`src/rtl/turf_rdwr_wb_bridge.sv`:
```
// Bridges the UDP en/wr/ack control port onto one Wishbone classic cycle, with a bus timeout.
// Optional `TURF_RDWR_BRIDGE_STATS_EN adds a saturating error counter on err_count_o.
module turf_rdwr_wb_bridge #(
    parameter int unsigned TIMEOUT_CYCLES = 255,
    parameter logic [31:0] TIMEOUT_DATA   = 32'hDEADBEEF
) (
    input  logic        aclk,
    input  logic        aresetn,
    input  logic        en_i,
    input  logic        wr_i,
    input  logic [27:0] adr_i,
    input  logic [31:0] dat_i,
    output logic        ack_o,
    output logic [31:0] dat_o,
    output logic        err_o,
    output logic        wb_cyc_o,
    output logic        wb_stb_o,
    output logic        wb_we_o,
    output logic [27:0] wb_adr_o,
    output logic [31:0] wb_dat_o,
    output logic [3:0]  wb_sel_o,
    input  logic        wb_ack_i,
    input  logic        wb_err_i,
`ifdef TURF_RDWR_BRIDGE_STATS_EN
    output logic [15:0] err_count_o,
`endif
    input  logic [31:0] wb_dat_i
);

    localparam int unsigned AW = 28;
    localparam int unsigned DW = 32;
    localparam int unsigned CW = 16;
    localparam logic [CW-1:0] CNT_LAST = CW'(TIMEOUT_CYCLES - 1);

    typedef enum logic [1:0] {IDLE, BUS, DONE} state_t;

    state_t        state_q, state_d;
    logic          cyc_q, cyc_d;
    logic          we_q, we_d;
    logic [AW-1:0] adr_q, adr_d;
    logic [DW-1:0] wdat_q, wdat_d;
    logic          ack_q, ack_d;
    logic          err_q, err_d;
    logic [DW-1:0] rdat_q, rdat_d;
    logic [CW-1:0] cnt_q, cnt_d;
`ifdef TURF_RDWR_BRIDGE_STATS_EN
    logic [CW-1:0] errcnt_q, errcnt_d;
`endif

    always_ff @(posedge aclk) begin
        if (!aresetn) begin
            state_q  <= IDLE;
            cyc_q    <= 1'b0;
            we_q     <= 1'b0;
            adr_q    <= '0;
            wdat_q   <= '0;
            ack_q    <= 1'b0;
            err_q    <= 1'b0;
            rdat_q   <= '0;
            cnt_q    <= '0;
`ifdef TURF_RDWR_BRIDGE_STATS_EN
            errcnt_q <= '0;
`endif
        end else begin
            state_q  <= state_d;
            cyc_q    <= cyc_d;
            we_q     <= we_d;
            adr_q    <= adr_d;
            wdat_q   <= wdat_d;
            ack_q    <= ack_d;
            err_q    <= err_d;
            rdat_q   <= rdat_d;
            cnt_q    <= cnt_d;
`ifdef TURF_RDWR_BRIDGE_STATS_EN
            errcnt_q <= errcnt_d;
`endif
        end
    end

    // Completion priority inside BUS: slave ack, then slave error, then timeout.
    always_comb begin
        state_d = state_q;
        cyc_d   = cyc_q;
        we_d    = we_q;
        adr_d   = adr_q;
        wdat_d  = wdat_q;
        ack_d   = 1'b0;
        err_d   = 1'b0;
        rdat_d  = rdat_q;
        cnt_d   = cnt_q;
        unique case (state_q)
            IDLE: begin
                if (en_i) begin
                    we_d    = wr_i;
                    adr_d   = adr_i;
                    wdat_d  = dat_i;
                    cyc_d   = 1'b1;
                    cnt_d   = '0;
                    state_d = BUS;
                end
            end
            BUS: begin
                cnt_d = cnt_q + CW'(1);
                if (wb_ack_i) begin
                    cyc_d   = 1'b0;
                    ack_d   = 1'b1;
                    state_d = DONE;
                    if (!we_q) rdat_d = wb_dat_i;
                end else if (wb_err_i || (cnt_q == CNT_LAST)) begin
                    cyc_d   = 1'b0;
                    ack_d   = 1'b1;
                    err_d   = 1'b1;
                    state_d = DONE;
                    if (!we_q) rdat_d = TIMEOUT_DATA;
                end
            end
            DONE: begin
                state_d = IDLE;
            end
            default: begin
                state_d = IDLE;
                cyc_d   = 1'b0;
            end
        endcase
    end

`ifdef TURF_RDWR_BRIDGE_STATS_EN
    // Counts alongside err_o so the new value is visible with the error pulse.
    always_comb begin
        errcnt_d = errcnt_q;
        if (err_d && (errcnt_q != '1)) errcnt_d = errcnt_q + CW'(1);
    end
    assign err_count_o = errcnt_q;
`endif

    assign ack_o    = ack_q;
    assign err_o    = err_q;
    assign dat_o    = rdat_q;
    assign wb_cyc_o = cyc_q;
    assign wb_stb_o = cyc_q;
    assign wb_we_o  = we_q;
    assign wb_adr_o = adr_q;
    assign wb_dat_o = wdat_q;
    assign wb_sel_o = 4'hF;

endmodule
```
`config.mk`:
```
export PLATFORM = sky130hd
export DESIGN_NAME = turf_rdwr_wb_bridge
export DESIGN_NICKNAME = d
export VERILOG_FILES = /design/src/rtl/turf_rdwr_wb_bridge.sv
export SDC_FILE = /design/constraint.sdc
export NUM_CORES = 1
export LEC_CHECK = 0
export ABC_AREA = 0
export CAP_MARGIN = 20
export CORE_MARGIN = 2
export CORE_UTILIZATION = 39
export CTS_BUF_LIST = sky130_fd_sc_hd__clkbuf_4
export DETAILED_ROUTE_END_ITERATION = 8
export PLACE_DENSITY = 0.75
export SLEW_MARGIN = 10
export SYNTH_ARGS = -nofsm -noshare
export SYNTH_HDL_FRONTEND = slang
export SYNTH_SLANG_ARGS = --single-unit
```
`constraint.sdc`:
```
create_clock -name aclk -period 1.46 [get_ports aclk]
set_input_delay 0.292 -clock aclk [delete_from_list [all_inputs] [get_ports aclk]]
set_output_delay 0.292 -clock aclk [all_outputs]
set_load 0.05 [all_outputs]
```
==> metrics.md, run 1 <==
| Metric | Value |
|---|---|
| Pwr Total | 0.00792 W |
| Via count | 4,705 |
| Gp weighted congestion | 0.842 |
| Fillers | 707 |
| Drt via density | 5.25 |
| Fin. max-slew vios | 0 |
| CTS hold repair buffers | 0 |
| Int Pwr | 0.00539 W |
| Min-delay worst type | in -> reg |
| ANT nets after route | 0 |
| Pin count of the biggest net entering global routing | 65 |
| RSZ-0062 raised after global routing | yes |
| Crit path time final | 1.73 ns |
| Avg Inst Size Synth | 9.13 um^2 |
| Global-route usage over all layers | 24.9% |
| Clock share of power | 25.8% |
| Horizontal die dimension | 112 um |
| Clk_lat worst skew | 0.54 ns |
| Top Ports | 199 |
| DR DRC count | 0 |
| Synth async-reset ratio | 0% |
| Initial Util | 39.9% |
| Root Driver | clkbuf_4 |
| CP arrival | 2.17 ns |
| CP startpoint kind | flop |
| Max IR drop VDD | 0.664 mV |
| Crit Path Max Fanout | 6 |
| H-Tree Depth | 4 |
| Syn Std Cell Area | 4540 um^2 |
| Die Ht | 112 um |
| Dpl ws | -0.516 ns |
| Final Hold Viols | 0 |
| Worst clock skew | 0.0130 ns |
| Seq/Total Area, Yosys | 50.3% |
| WL final | 16,300 um |
| WS Path Type | reg -> reg |
| Slack of the worst reg-to-reg path | -0.27 ns |
| Most frequent cells in the layout | nand2_1, buf_12, dfxtp_1, clkdlybuf4s50_1 |
| Hold_ws | 0.257 ns |
| Number of detailed-route iterations in the first pass | 4 |
| Nets | 840 |
| PnR worst setup slack | -0.273 ns |
| TritonCTS Buffers | 17 |
| Initial antenna violation count | 1 |
| Clock-pin transition on the worst setup and hold timing paths | 0.10 ns |
| Gr ovfl total | 0 |
| Routed wire per std cell | 18.2 um |
| IO Port Bufs | 194 |
| Area grow syn2layout | 90.8% |
| Flop pwr share | 44.1% |
| Ys Warns | 0 |
| Post-synth top flop | dfxtp_1 |
| Net Sw Frac | 32.0% |
| Number of global-route vias before repair | 4,810 |
| Gate power share | 30.0% |
| #FFs+latches synth | 114 |
| Clk sink count | 114 |
| Post-route clock period utilization | 119% |
| Core area | 11,400 um^2 |
| Failing checks | negative setup slack |
| Final setup vio count | 45 |
| Synthesized instance count | 497 |
| Cell variety after synth | 49 |
| Most common cell after layout, fill and taps aside | nand2_1 |
| Starting DRT DRC Count | 212 |
| Maxcap violations | 0 |
| Max Root-Sink Buffers | 2 |
| Max Fclk | 0.577 GHz |
| First-pass GRT wire length | 24,500 um |
| Post-Route Utilization | 76.2% |
| TritonCTS clock tree | yes |
| Std-Cell Rows | 39 |
| Status | finished, violations left |
| P_leak | 3.47 nW |
| HPWL after DPL | 10,300 um |
| P per Cell Area | 914 nW/um^2 |
| Critical Path RT | 1.89 ns |
| Total negative setup slack | -8.46 ns |
| Die ar. | 12,500 um^2 |
| Share of post-route cells with drive strength above 1 | 34.8% |
| Worst setup EP type | flop |
| Post-synth EDFFs | 0 |
| Sw Pwr | 0.00253 W |
[through the flow]
| step | cells | area, um^2 |
|---|---|---|
| after floorplan | 500 | 4570 |
| after global placement | 842 | 7850 |
| after detailed placement | 842 | 7850 |
| after CTS | 883 | 8400 |
| after global routing | 897 | 8660 |
| final | 897 | 8660 |
[sequential cells by signal (all words and copies together), names as in the netlist]
signal    cells
dat_o        32
err_o         1
cnt_q        16
wb_dat_o     32
wb_cyc_o      1
wb_adr_o     28
ack_o         1
wb_we_o       1
state_q       2
[worst max-delay path, cell delays in order (launching register included)]
cell,delay (ns)
dfxtp_4,0.37
inv_4,0.04
ha_4,0.15
nor4b_4,0.14
a41oi_4,0.38
a21boi_4,0.11
buf_6,0.15
o221a_4,0.28
[logic make-up (layout without fill, tap and decap cells)]
logic type	count (synthesis)	after routing	share of synthesized area (%)
AOI/OAI and AO/OA	135	136	23.8
adders and majority gates	2	2	0.551
buffers and inverters	45	297	4.69
DFF	114	114	50.3
muxes	3	3	0.689
other	1	5	0.0826
and+or+nand+nor	197	197	19.9
[routing by layer]
| layer | track usage (%) | wire [um] | up-vias |
|---|---|---|---|
| met5 | 0 | 0 | - |
| met4 | 12.8 | 668 | 0 |
| met3 | 6.75 | 942 | 48 |
| met2 | 46.0 | 8880 | 169 |
| li1 | - | - | 2232 |
| met1 | 25.5 | 5850 | 2256 |
[power groups by stage]
stage	logic [W]	clock network (W)	registers [W]
detailed placement	0.00222	0	0.00356
global route	0.00247	0.00222	0.00352
finish	0.00238	0.00205	0.00349
floorplan	0.000472	0	0.00405
CTS	0.00232	0.00209	0.00349
global placement	0.00219	0	0.00354
[cell type report]
type	instances	area [um^2]	share of cell area, %
clock inverters	10	67.6	0.780
multi-input cells	342	2370	27.4
well taps	143	179	2.07
flip-flops and latches	114	2310	26.7
clock buffers	22	165	1.91
diodes	1	2.50	0.0289
repair buffers	262	3550	41.0
inverters	3	13.8	0.159
[final timing paths]
| path | start | to | cells after the start |
|---|---|---|---|
| max | cnt_q[0] | dat_o[6] | 7 |
| min | aresetn | cnt_q[3] | 3 |
| max reg2reg | cnt_q[0] | dat_o[6] | 7 |
| min reg2reg | wb_dat_o[10] | wb_dat_o[10] | 2 |
[synthesized netlist by cell type (2+ instances only)]
cell type | n | area [um^2]
a21boi_0 | 64 | 480
a21oi_1 | 5 | 25.0
a31oi_1 | 10 | 62.6
and2_1 | 4 | 25.0
buf_2 | 8 | 40.0
buf_4 | 5 | 37.5
buf_6 | 2 | 22.5
clkbuf_1 | 27 | 101
dfxtp_1 | 114 | 2280
ha_1 | 2 | 25.0
inv_1 | 3 | 11.3
mux2i_1 | 2 | 20.0
nand2_1 | 143 | 537
nand3_1 | 5 | 25.0
nand3b_1 | 5 | 37.5
nand4_1 | 2 | 12.5
nor2_1 | 5 | 18.8
nor2b_1 | 2 | 12.5
nor3_1 | 11 | 55.1
nor4_1 | 5 | 31.3
o211ai_1 | 4 | 30.0
o21ai_0 | 15 | 75.1
o221a_1 | 2 | 22.5
o221a_2 | 22 | 248
o311ai_0 | 2 | 17.5
o31ai_1 | 3 | 22.5
or3_1 | 2 | 12.5
or4_1 | 2 | 15.0
[what timing repair did]
item | 4_1_cts | 5_1_grt
setup buffers | 8 | 12
pin swaps | 15 | 16
gates cloned | 1 | 1
endpoints found under the setup margin | 101 | 64
gates resized for setup | 46 | 47
No activity file was read; power rests on OpenSTA's default activity.
==> run 2, diff against run 1 <==
--- a/config.mk
+++ b/config.mk
@@ -8,10 +8,9 @@
 export ABC_AREA = 0
 export CAP_MARGIN = 20
 export CORE_MARGIN = 2
-export CORE_UTILIZATION = 39
-export CTS_BUF_LIST = sky130_fd_sc_hd__clkbuf_4
+export CORE_UTILIZATION = 38
 export DETAILED_ROUTE_END_ITERATION = 8
-export PLACE_DENSITY = 0.75
+export PLACE_DENSITY = 0.73
 export SLEW_MARGIN = 10
 export SYNTH_ARGS = -nofsm -noshare
 export SYNTH_HDL_FRONTEND = slang
==> run 2 against run 1 <==
Against the previous run:
- the run still ends with negative setup slack left
- worst hold slack better by 0.0080 ns
- clock power grew 100%
- critical endpoint is now cnt_q[14]
- core utilization rose by 2.6 points
- sequential share of layout area down 1.3 points
==> metrics.md, run 2 (same netlist as run 1, synthesis figures left out) <==
| Metric | Value |
|---|---|
| Crit path time final | 1.70 ns |
| Area grow syn2layout | 99.9% |
| Clk_lat worst skew | 0.41 ns |
| Core area | 11,500 um^2 |
| Horizontal die dimension | 113 um |
| Area after DPL | 7870 um^2 |
| Hold Crit Depth | 2 |
| Root Driver | clkbuf_16 |
| Max Fclk | 0.588 GHz |
| Worst setup EP type | flop |
| Status | finished, violations left |
| TritonCTS clock tree | yes |
| Die Ht | 113 um |
| Post-route cell area | 9070 um^2 |
| CP cell instances | buf_4, nand4b_1, nor4_4, mux2i_1, and2_1 |
| Crit path max-delay family | simple AND/OR/NAND/NOR gates |
| Routed wire per std cell | 18.5 um |
| Post-route clock period utilization | 117% |
| Crit Path Max Fanout | 5 |
| CP startpoint | state_q[0] |
| Gp weighted congestion | 0.774 |
| Worst r2r path cells | 5 |
| Via count | 4,656 |
| TritonCTS Buffers | 17 |
| Number of detailed-route iterations in the first pass | 5 |
| Die ar. | 12,800 um^2 |
| IO Port Bufs | 194 |
| CTS hold repair buffers | 0 |
| Min-delay worst type | in -> reg |
| Most common cell after layout, fill and taps aside | nand2_1 |
| Fin. max-slew vios | 0 |
| CP startpoint kind | flop |
| Worst clock skew | 0.0112 ns |
| Nets | 834 |
| Final setup vio count | 45 |
| CP max stage cell | nor4_4 |
| Share of post-route cells with drive strength above 1 | 34.4% |
| Endpoint, Worst Hold | cnt_q[6] |
| CP arrival | 2.04 ns |
| Drt via density | 5.23 |
| First-pass GRT wire length | 24,600 um |
| Maxcap violations | 0 |
| Std-Cell Rows | 39 |
| HPWL after DPL | 10,100 um |
| Global-route usage over all layers | 24.5% |
| Failing checks | negative setup slack |
| Initial Util | 39.4% |
| WP buf/inv | 1 |
| Starting DRT DRC Count | 269 |
| Post-Route Utilization | 78.8% |
| Initial antenna violation count | 0 |
| Fillers | 682 |
| Clock-pin transition on the worst setup and hold timing paths | 0.06 ns |
| DR DRC count | 0 |
| Most frequent cells in the layout | nand2_1, dfxtp_1, buf_12, clkdlybuf4s50_1, a21boi_0 |
| Crit. path cell count | 5 |
| Pin count of the biggest net entering global routing | 62 |
| PnR worst setup slack | -0.241 ns |
| Clk sink count | 114 |
| Worst R2R End | cnt_q[14] |
| Max IR drop VDD | 0.817 mV |
| Slack of the worst reg-to-reg path | -0.24 ns |
| P_leak | 3.61 nW |
| ANT nets after route | 0 |
| Hold Crit Start | aresetn |
| Gr ovfl total | 0 |
| WS Path Type | reg -> reg |
| Final Hold Viols | 0 |
| R2R Path Start | state_q[0] |
| Max Root-Sink Buffers | 2 |
| Number of diodes | 0 |
| RSZ-0062 raised after global routing | yes |
| Post-Layout Cell Count | 890 |
| P per Cell Area | 1110 nW/um^2 |
| Critical Path RT | 1.80 ns |
| H-Tree Depth | 4 |
| Number of global-route vias before repair | 4,714 |
| Placed cells | 843 |
| WL final | 16,500 um |
| CP peak stage delay | 0.40 ns |
| Top Ports | 199 |
[run 2: cell count changes in the layout (fill, tap and decap cells not counted), sizes merged]
| cell | change |
|---|---|
| buf | -7 |
| clkbuf | -3 |
| inv | +3 |
| clkinv | -2 |
| clkinvlp | +2 |
| bufinv | +1 |
| diode | -1 |
[run 2: cell type report]
class | instances | area (um^2) | area share [%]
well taps | 143 | 179 | 1.97
repair buffers | 256 | 3530 | 38.9
multi-input cells | 342 | 2460 | 27.1
clock inverters | 14 | 155 | 1.71
inverters | 3 | 11.3 | 0.124
clock buffers | 18 | 439 | 4.84
flip-flops and latches | 114 | 2300 | 25.4
[run 2: repair_timing]
action	in CTS	in global routing
buffers inserted	7	5
endpoints found under the hold margin	0	0
pin swaps	14	15
resized for setup	46	47
setup endpoints to repair	105	50
gates cloned	1	2
[run 2: metal layers]
metal,GRT usage (%),wire length (um)
met1,27.4,6230
met2,44.0,8850
met3,6.37,720
met4,10.2,676
met5,0,0
[run 2: report_power, final]
| group | switching (W) | internal [W] |
|---|---|---|
| registers | 0.000210 | 0.00329 |
| clock network | 0.00157 | 0.00258 |
| logic | 0.00120 | 0.00123 |
| total | 0.00298 | 0.00710 |
[run 2: how the worst max path moves through the flow]
stage / endpoint / slack (ns)
final: cnt_q[14] / -0.24
after detailed placement: dat_o[10] / -0.49
after global routing: cnt_q[14] / -0.26
after CTS: dat_o[13] / -0.20
after global placement: dat_o[28] / -0.45
after floorplan: dat_o[10] / -0.1
[run 2: stage by stage]
step                      setup slack, ns  hold slack, ns  total power [W]  TNS, ns
after floorplan                   -0.0994           0.429          0.00452    -1.93
after global placement             -0.446           0.487          0.00574   -41.32
after detailed placement           -0.494           0.493          0.00578   -43.64
after CTS                          -0.204           0.248           0.0100    -5.56
after global routing               -0.261           0.265           0.0104    -9.04
final                              -0.241           0.265           0.0101    -6.30
